==> src/rtl/fetch_pkg.sv <==
// Shared definitions for the instruction fetch stage: FSM encoding, the
// reset-time instruction, the default reset vector and decode-field positions.
package fetch_pkg;

    // Fetch FSM states; exported on the fsm_state debug port of fetch_unit.
    typedef enum logic [1:0] {
        RESET_S = 2'd0,
        FETCH   = 2'd1,
        ISSUE   = 2'd2,
        HALT    = 2'd3
    } fetch_state_e;

    // addi x0, x0, 0 -- what Instr holds whenever nothing real has been fetched.
    localparam logic [31:0] NOP_INSTR = 32'h0000_0013;

    // Default program counter after reset (word aligned).
    localparam logic [31:0] DEFAULT_RESET_VECTOR = 32'h0000_0000;

    // Bit positions of the pre-split decode fields inside an instruction word.
    localparam int OP_LSB       = 0;
    localparam int OP_MSB       = 6;
    localparam int FUNCT3_LSB   = 12;
    localparam int FUNCT3_MSB   = 14;
    localparam int FUNCT7_5_BIT = 30;

    // True when the two low address bits describe a word-aligned address.
    function automatic logic is_word_aligned(input logic [1:0] lo_bits);
        return (lo_bits == 2'b00);
    endfunction

endpackage

==> src/rtl/pc_next.sv <==
// Next-PC selection: sequential PC+4 or branch target PC+ImmExt, both as
// modulo ADDR_WIDTH adds. The raw low bits of the branch target are exported
// so the fetch stage can either flag or mask a misaligned target.
module pc_next
    import fetch_pkg::*;
#(
    parameter int ADDR_WIDTH = 32
) (
    input  logic [ADDR_WIDTH-1:0] PC,
    input  logic [ADDR_WIDTH-1:0] ImmExt,
    input  logic                  PCSrc,
    output logic [ADDR_WIDTH-1:0] next_pc,
    output logic [1:0]            target_lo,
    output logic                  target_misaligned
);

    logic [ADDR_WIDTH-1:0] branch_target;
    logic [ADDR_WIDTH-1:0] seq_target;

    // Both candidate addresses are always computed; PCSrc only steers the mux.
    always_comb begin
        branch_target     = PC + ImmExt;
        seq_target        = PC + ADDR_WIDTH'(4);
        next_pc           = PCSrc ? branch_target : seq_target;
        target_lo         = branch_target[1:0];
        target_misaligned = PCSrc && !is_word_aligned(branch_target[1:0]);
    end

endmodule

==> src/rtl/fetch_unit.sv <==
// Instruction fetch stage: owns the PC, reads instruction memory over a
// req/ack handshake, and holds the fetched word plus its decode fields for the
// control unit until the core accepts it.
//
// Optional feature macro: FETCH_ALIGN_CHECK_EN. When defined, a taken branch to
// a non-word-aligned target sets the sticky Misaligned flag and parks the FSM
// in HALT (PC still shows the bad target). When undefined, target bits [1:0]
// are forced to zero, Misaligned is tied low and HALT is never entered.
//
// Handshakes:
//   imem_req/imem_ack: imem_req and imem_addr stay stable from the first FETCH
//   cycle until a cycle with imem_ack=1, which transfers imem_rdata. imem_ack is
//   ignored whenever imem_req=0, and dropping imem_req (reset) cancels a read.
//   InstrValid/Stall: an instruction is consumed in a cycle with InstrValid=1
//   and Stall=0; that is the only cycle PCSrc/ImmExt are sampled.
module fetch_unit
    import fetch_pkg::*;
#(
    parameter int                    ADDR_WIDTH   = 32,
    parameter logic [ADDR_WIDTH-1:0] RESET_VECTOR = ADDR_WIDTH'(DEFAULT_RESET_VECTOR)
) (
    input  logic                  clk,
    input  logic                  rst,
    input  logic                  PCSrc,
    input  logic [ADDR_WIDTH-1:0] ImmExt,
    input  logic                  Stall,
    output logic                  imem_req,
    output logic [ADDR_WIDTH-1:0] imem_addr,
    input  logic                  imem_ack,
    input  logic [31:0]           imem_rdata,
    output logic [31:0]           Instr,
    output logic                  InstrValid,
    output logic [ADDR_WIDTH-1:0] PC,
    output logic [6:0]            op,
    output logic [2:0]            funct3,
    output logic                  funct7_5,
    output logic                  Misaligned,
    output fetch_state_e          fsm_state
);

    fetch_state_e          state_q;
    fetch_state_e          state_d;
    logic [ADDR_WIDTH-1:0] pc_q;
    logic [31:0]           instr_q;

    logic                  capture;
    logic                  advance;
    logic [ADDR_WIDTH-1:0] next_pc;
    logic [ADDR_WIDTH-1:0] pc_update;
    logic [1:0]            target_lo;
    logic                  target_misaligned;

    pc_next #(
        .ADDR_WIDTH(ADDR_WIDTH)
    ) u_pc_next (
        .PC               (pc_q),
        .ImmExt           (ImmExt),
        .PCSrc            (PCSrc),
        .next_pc          (next_pc),
        .target_lo        (target_lo),
        .target_misaligned(target_misaligned)
    );

`ifdef FETCH_ALIGN_CHECK_EN
    logic misaligned_q;

    // A bad target is kept verbatim in PC so the fault address is visible.
    assign pc_update = next_pc;

    // Sticky flag: set on a consumed, taken, misaligned branch; cleared by reset.
    always_ff @(posedge clk) begin
        if (rst) begin
            misaligned_q <= 1'b0;
        end else if (advance && target_misaligned) begin
            misaligned_q <= 1'b1;
        end
    end

    assign Misaligned = misaligned_q;

    // The raw low bits are only of interest to a debugger in this build.
    logic unused_target_lo;
    assign unused_target_lo = ^target_lo;
`else
    // Without the check the core can only ever fetch word addresses.
    assign pc_update = {next_pc[ADDR_WIDTH-1:2], 2'b00};
    assign Misaligned = 1'b0;

    logic unused_align;
    assign unused_align = ^{target_lo, target_misaligned};
`endif

    // Next-state and handshake outputs for the fetch FSM.
    always_comb begin
        state_d    = state_q;
        imem_req   = 1'b0;
        InstrValid = 1'b0;
        capture    = 1'b0;
        advance    = 1'b0;
        case (state_q)
            RESET_S: begin
                // Reached only with rst=0 here, so fetching starts next cycle.
                state_d = FETCH;
            end
            FETCH: begin
                imem_req = 1'b1;
                if (imem_ack) begin
                    capture = 1'b1;
                    state_d = ISSUE;
                end
            end
            ISSUE: begin
                InstrValid = 1'b1;
                if (!Stall) begin
                    advance = 1'b1;
                    state_d = FETCH;
`ifdef FETCH_ALIGN_CHECK_EN
                    if (target_misaligned) begin
                        state_d = HALT;
                    end
`endif
                end
            end
            HALT: begin
                state_d = HALT;
            end
            default: begin
                state_d = RESET_S;
            end
        endcase
    end

    // FSM state register; reset wins over any handshake in the same cycle.
    always_ff @(posedge clk) begin
        if (rst) begin
            state_q <= RESET_S;
        end else begin
            state_q <= state_d;
        end
    end

    // PC and instruction registers; an ack coinciding with reset is dropped.
    always_ff @(posedge clk) begin
        if (rst) begin
            pc_q    <= RESET_VECTOR;
            instr_q <= NOP_INSTR;
        end else begin
            if (capture) begin
                instr_q <= imem_rdata;
            end
            if (advance) begin
                pc_q <= pc_update;
            end
        end
    end

    assign imem_addr = pc_q;
    assign PC        = pc_q;
    assign Instr     = instr_q;
    assign op        = instr_q[OP_MSB:OP_LSB];
    assign funct3    = instr_q[FUNCT3_MSB:FUNCT3_LSB];
    assign funct7_5  = instr_q[FUNCT7_5_BIT];
    assign fsm_state = state_q;

endmodule

==> config.mk <==
export PLATFORM = sky130hd
export DESIGN_NAME = fetch_unit
export DESIGN_NICKNAME = d
export VERILOG_FILES = /design/src/rtl/fetch_pkg.sv /design/src/rtl/pc_next.sv /design/src/rtl/fetch_unit.sv
export SDC_FILE = /design/constraint.sdc
export NUM_CORES = 1
export LEC_CHECK = 0
export ABC_AREA = 1
export CORE_UTILIZATION = 45
export DETAILED_ROUTE_END_ITERATION = 12
export PLACE_DENSITY = 0.83
export SYNTH_ARGS = -nofsm -noshare
export SYNTH_HDL_FRONTEND = slang
export SYNTH_SLANG_ARGS = --single-unit
==> constraint.sdc <==
create_clock -name clk -period 3.38 [get_ports clk]
set_clock_uncertainty 0.2 [all_clocks]
set_input_delay 0.676 -clock clk [delete_from_list [all_inputs] [get_ports clk]]
set_output_delay 0.676 -clock clk [all_outputs]
set_load 0.01 [all_outputs]
==> metrics.cfg <==
[timing]
layout_worst_path_cycle_share=0.877
hold_viol=0
setup_violations=0
worst_slew_pin_slew_ns=0.829
rsz0062_at_grt=no
fin_crit_ns=2.96
fin_setup_tns_ns=0
timing.fmax_ghz=0.337
slew_violations=0
hold_ws_ns=0.262
relSlewSlack=0.448

[power_and_ir_drop]
p_comb_frac=0.204
pwr-share-seq=0.367
p_sw_frac=0.280
internal_power_w=0.00160
p_sw_w=0.000621
clkPwrFrac=0.429
vdd_ir_drop_max_mv=0.320
cellLeakagePower_nw=3.68
power_density_nw_per_um2=318

[critical_path]
r2r_setup_slack_ns=0.88
cp_top_family=buffers and inverters
worstPathArrival_ns=3.01
crit_top_cell=nand2_1
cp_slowest_cell=clkdlybuf4s50_1
crit_chain=clkdlybuf4s50_1, buf_4, nand2_1, inv_1, ha_1, nand2_1, inv_1, nand2_1, inv_1, a21oi_1, nand2_2, nand2_1, nand2_1, nand2_1, nand3_1, nand2_1, inv_1
end_kind=flop
r2r_cells=13
critPathBufInv=6
critPathRequiredTime_ns=3.42
startpoint=PCSrc
r2r_start=PC[2]
worstSetupStartpointType=input pin
max_stage_delay_ns=0.55
r2r_end=PC[30]
critPathKind=input pin to flop
path_max_fanout=19

[hold_path]
hp-class=flop to flop
whs_path_depth=2
hp-start=Instr[24]
hold_end=Instr[24]

[layout]
final_core_util=0.636
fillCellCount=1014
nets=1074
drive_gt1_frac=0.0633
diodes=0
areaGrowthSynthToFinish_pct=35.8

[floorplanning]
die_area_um2=11900
start_util=0.469
io_pins=181
num_rows=38
die_x_um=109
die_h_um=109
core_area_um2=11000

[yosys]
ys_seq_area_frac=0.249
postSynthAreaPerCell_um2=6.09
yosys_warnings=0
ys_ff_latch=64
synth_edf_count=0
mappedNetlistArea_um2=5150
synthArstFlopShare=0
ys_types=33
postSynthCellCount=846
synth_flop_cell=dfxtp_1

[clocking]
cts_tree=built
root_buffer=clkbuf_16
hold_buffers=0
cts_buffers=9
cts.sinks=64
clkTransAtPathRegs_ns=0.06
cts_buffer_depth=2
worstSkewPairLatency_ns=0.34
cts_max_level=3
post_cts_buffers=0
cts_resized=0

[run_status]
outcome=finished clean

[global_routing]
grt.overflow.total=0
gr-usage-all-layers=0.243
grt_max_degree=50
antenna_found_initial=0
grt_pass1_vias=4900
grt_pass1_wl_um=22300

[place]
dp.final_hpwl_um=11000
gp_congestion=0.925
io_buffers=173

[detailed_routing]
viasPerCell=4.81
vias=5390
drcViolationCount=0
firstDrtPassIters=5
routedWlPerCell_um=12.5
wl_um=14000
ant_nets=0
drt_iter0_drc=255

[run]
drv_cap=0

registers in the layout (all words and copies together) (netlist names):
signal / cells
Instr: 32
PC: 30
fsm_state: 2
stage by stage:
step | setup WS [ns] | total power (W) | std cells | cell area [um^2]
final | 0.416 | 0.00222 | 1120 | 6990
after global routing | 0.179 | 0.00232 | 1120 | 6990
after CTS | 0.419 | 0.00225 | 1120 | 6990
after detailed placement | 0.0598 | 0.00128 | 1104 | 6690
after global placement | 0.101 | 0.00128 | 1104 | 6690
after floorplan | 0.647 | 0.00108 | 850 | 5160
cell type report:
| cell class | count | area, um^2 | share of cell area |
|---|---|---|---|
| clock buffers | 9 | 225 | 0.0322 |
| well taps | 140 | 175 | 0.0251 |
| flip-flops and latches | 64 | 1280 | 0.183 |
| repair buffers | 182 | 1800 | 0.257 |
| clock inverters | 7 | 77.6 | 0.0111 |
| inverters | 154 | 578 | 0.0827 |
| multi-input cells | 564 | 2850 | 0.408 |
worst register-to-register path, cell delays in order (launching register included):
cell     delay, ns
dfxtp_1       0.42
ha_1          0.20
inv_1         0.06
fa_1          0.41
inv_1         0.11
nand3_1       0.07
nand3_1       0.20
nand3_1       0.13
nand3_2       0.14
nand2_1       0.11
nand3_1       0.09
nand2_1       0.05
nor2_1        0.16
nor2_1        0.05
Yosys cell counts (13+ instances only):
library cell / number / area share
o21ai_0: 15 / 0.015
a21oi_1: 57 / 0.055
ha_1: 29 / 0.070
nand3_1: 41 / 0.040
nand2_1: 295 / 0.22
nor2_1: 40 / 0.029
clkbuf_1: 13 / 0.0095
dfxtp_1: 64 / 0.25
buf_4: 51 / 0.074
o21a_1: 13 / 0.019
inv_1: 149 / 0.11
o21bai_1: 13 / 0.019
cell usage in the layout, fill, tap and decap left out, types with 4 or more instances in the layout:
cell,count
dfxtp_1,64
clkdlybuf4s50_1,173
nor2_1,40
o21bai_1,13
nand4_1,4
nand2_1,295
inv_1,149
nand3_2,6
conb_1,5
nor2_2,7
nand2_2,10
ha_1,29
inv_2,5
buf_4,9
nand3_1,41
o21a_1,13
xor2_1,10
o21ai_0,15
clkbuf_16,9
a21oi_1,57
worst max-delay path by stage:
stage	cells past startpoint	slack, ns	to
floorplan	17	0.65	PC[31]
global placement	15	0.10	PC[21]
detailed placement	17	0.06	PC[23]
CTS	17	0.42	PC[23]
global route	17	0.18	PC[31]
finish	17	0.42	PC[23]
routing by layer:
metal	vias up	routed length [um]	GRT usage
met2	209	6580	0.411
li1	2805	-	-
met4	0	444	0.117
met5	-	0	0
met1	2349	5710	0.281
met3	27	1290	0.0693
power by group through the flow:
stage | combinational (W) | clock (W) | sequential [W]
global route | 0.000499 | 0.00100 | 0.000819
global placement | 0.000447 | 0 | 0.000831
finish | 0.000454 | 0.000954 | 0.000814
detailed placement | 0.000453 | 0 | 0.000831
floorplan | 0.000240 | 0 | 0.000842
CTS | 0.000457 | 0.000976 | 0.000815
logic make-up (layout without fill, tap and decap cells):
family / after synthesis / in the layout / share of synthesized area
AND/OR/NAND/NOR: 409 / 409 / 0.332
buffers and inverters: 222 / 352 / 0.200
AO/OA/AOI/OAI: 109 / 109 / 0.125
flip-flops: 64 / 64 / 0.249
adder cells (fa/ha/maj): 30 / 30 / 0.0744
XOR/XNOR: 11 / 11 / 0.0187
other: 1 / 5 / 0.000728
Power figures use the tool's default switching activity.
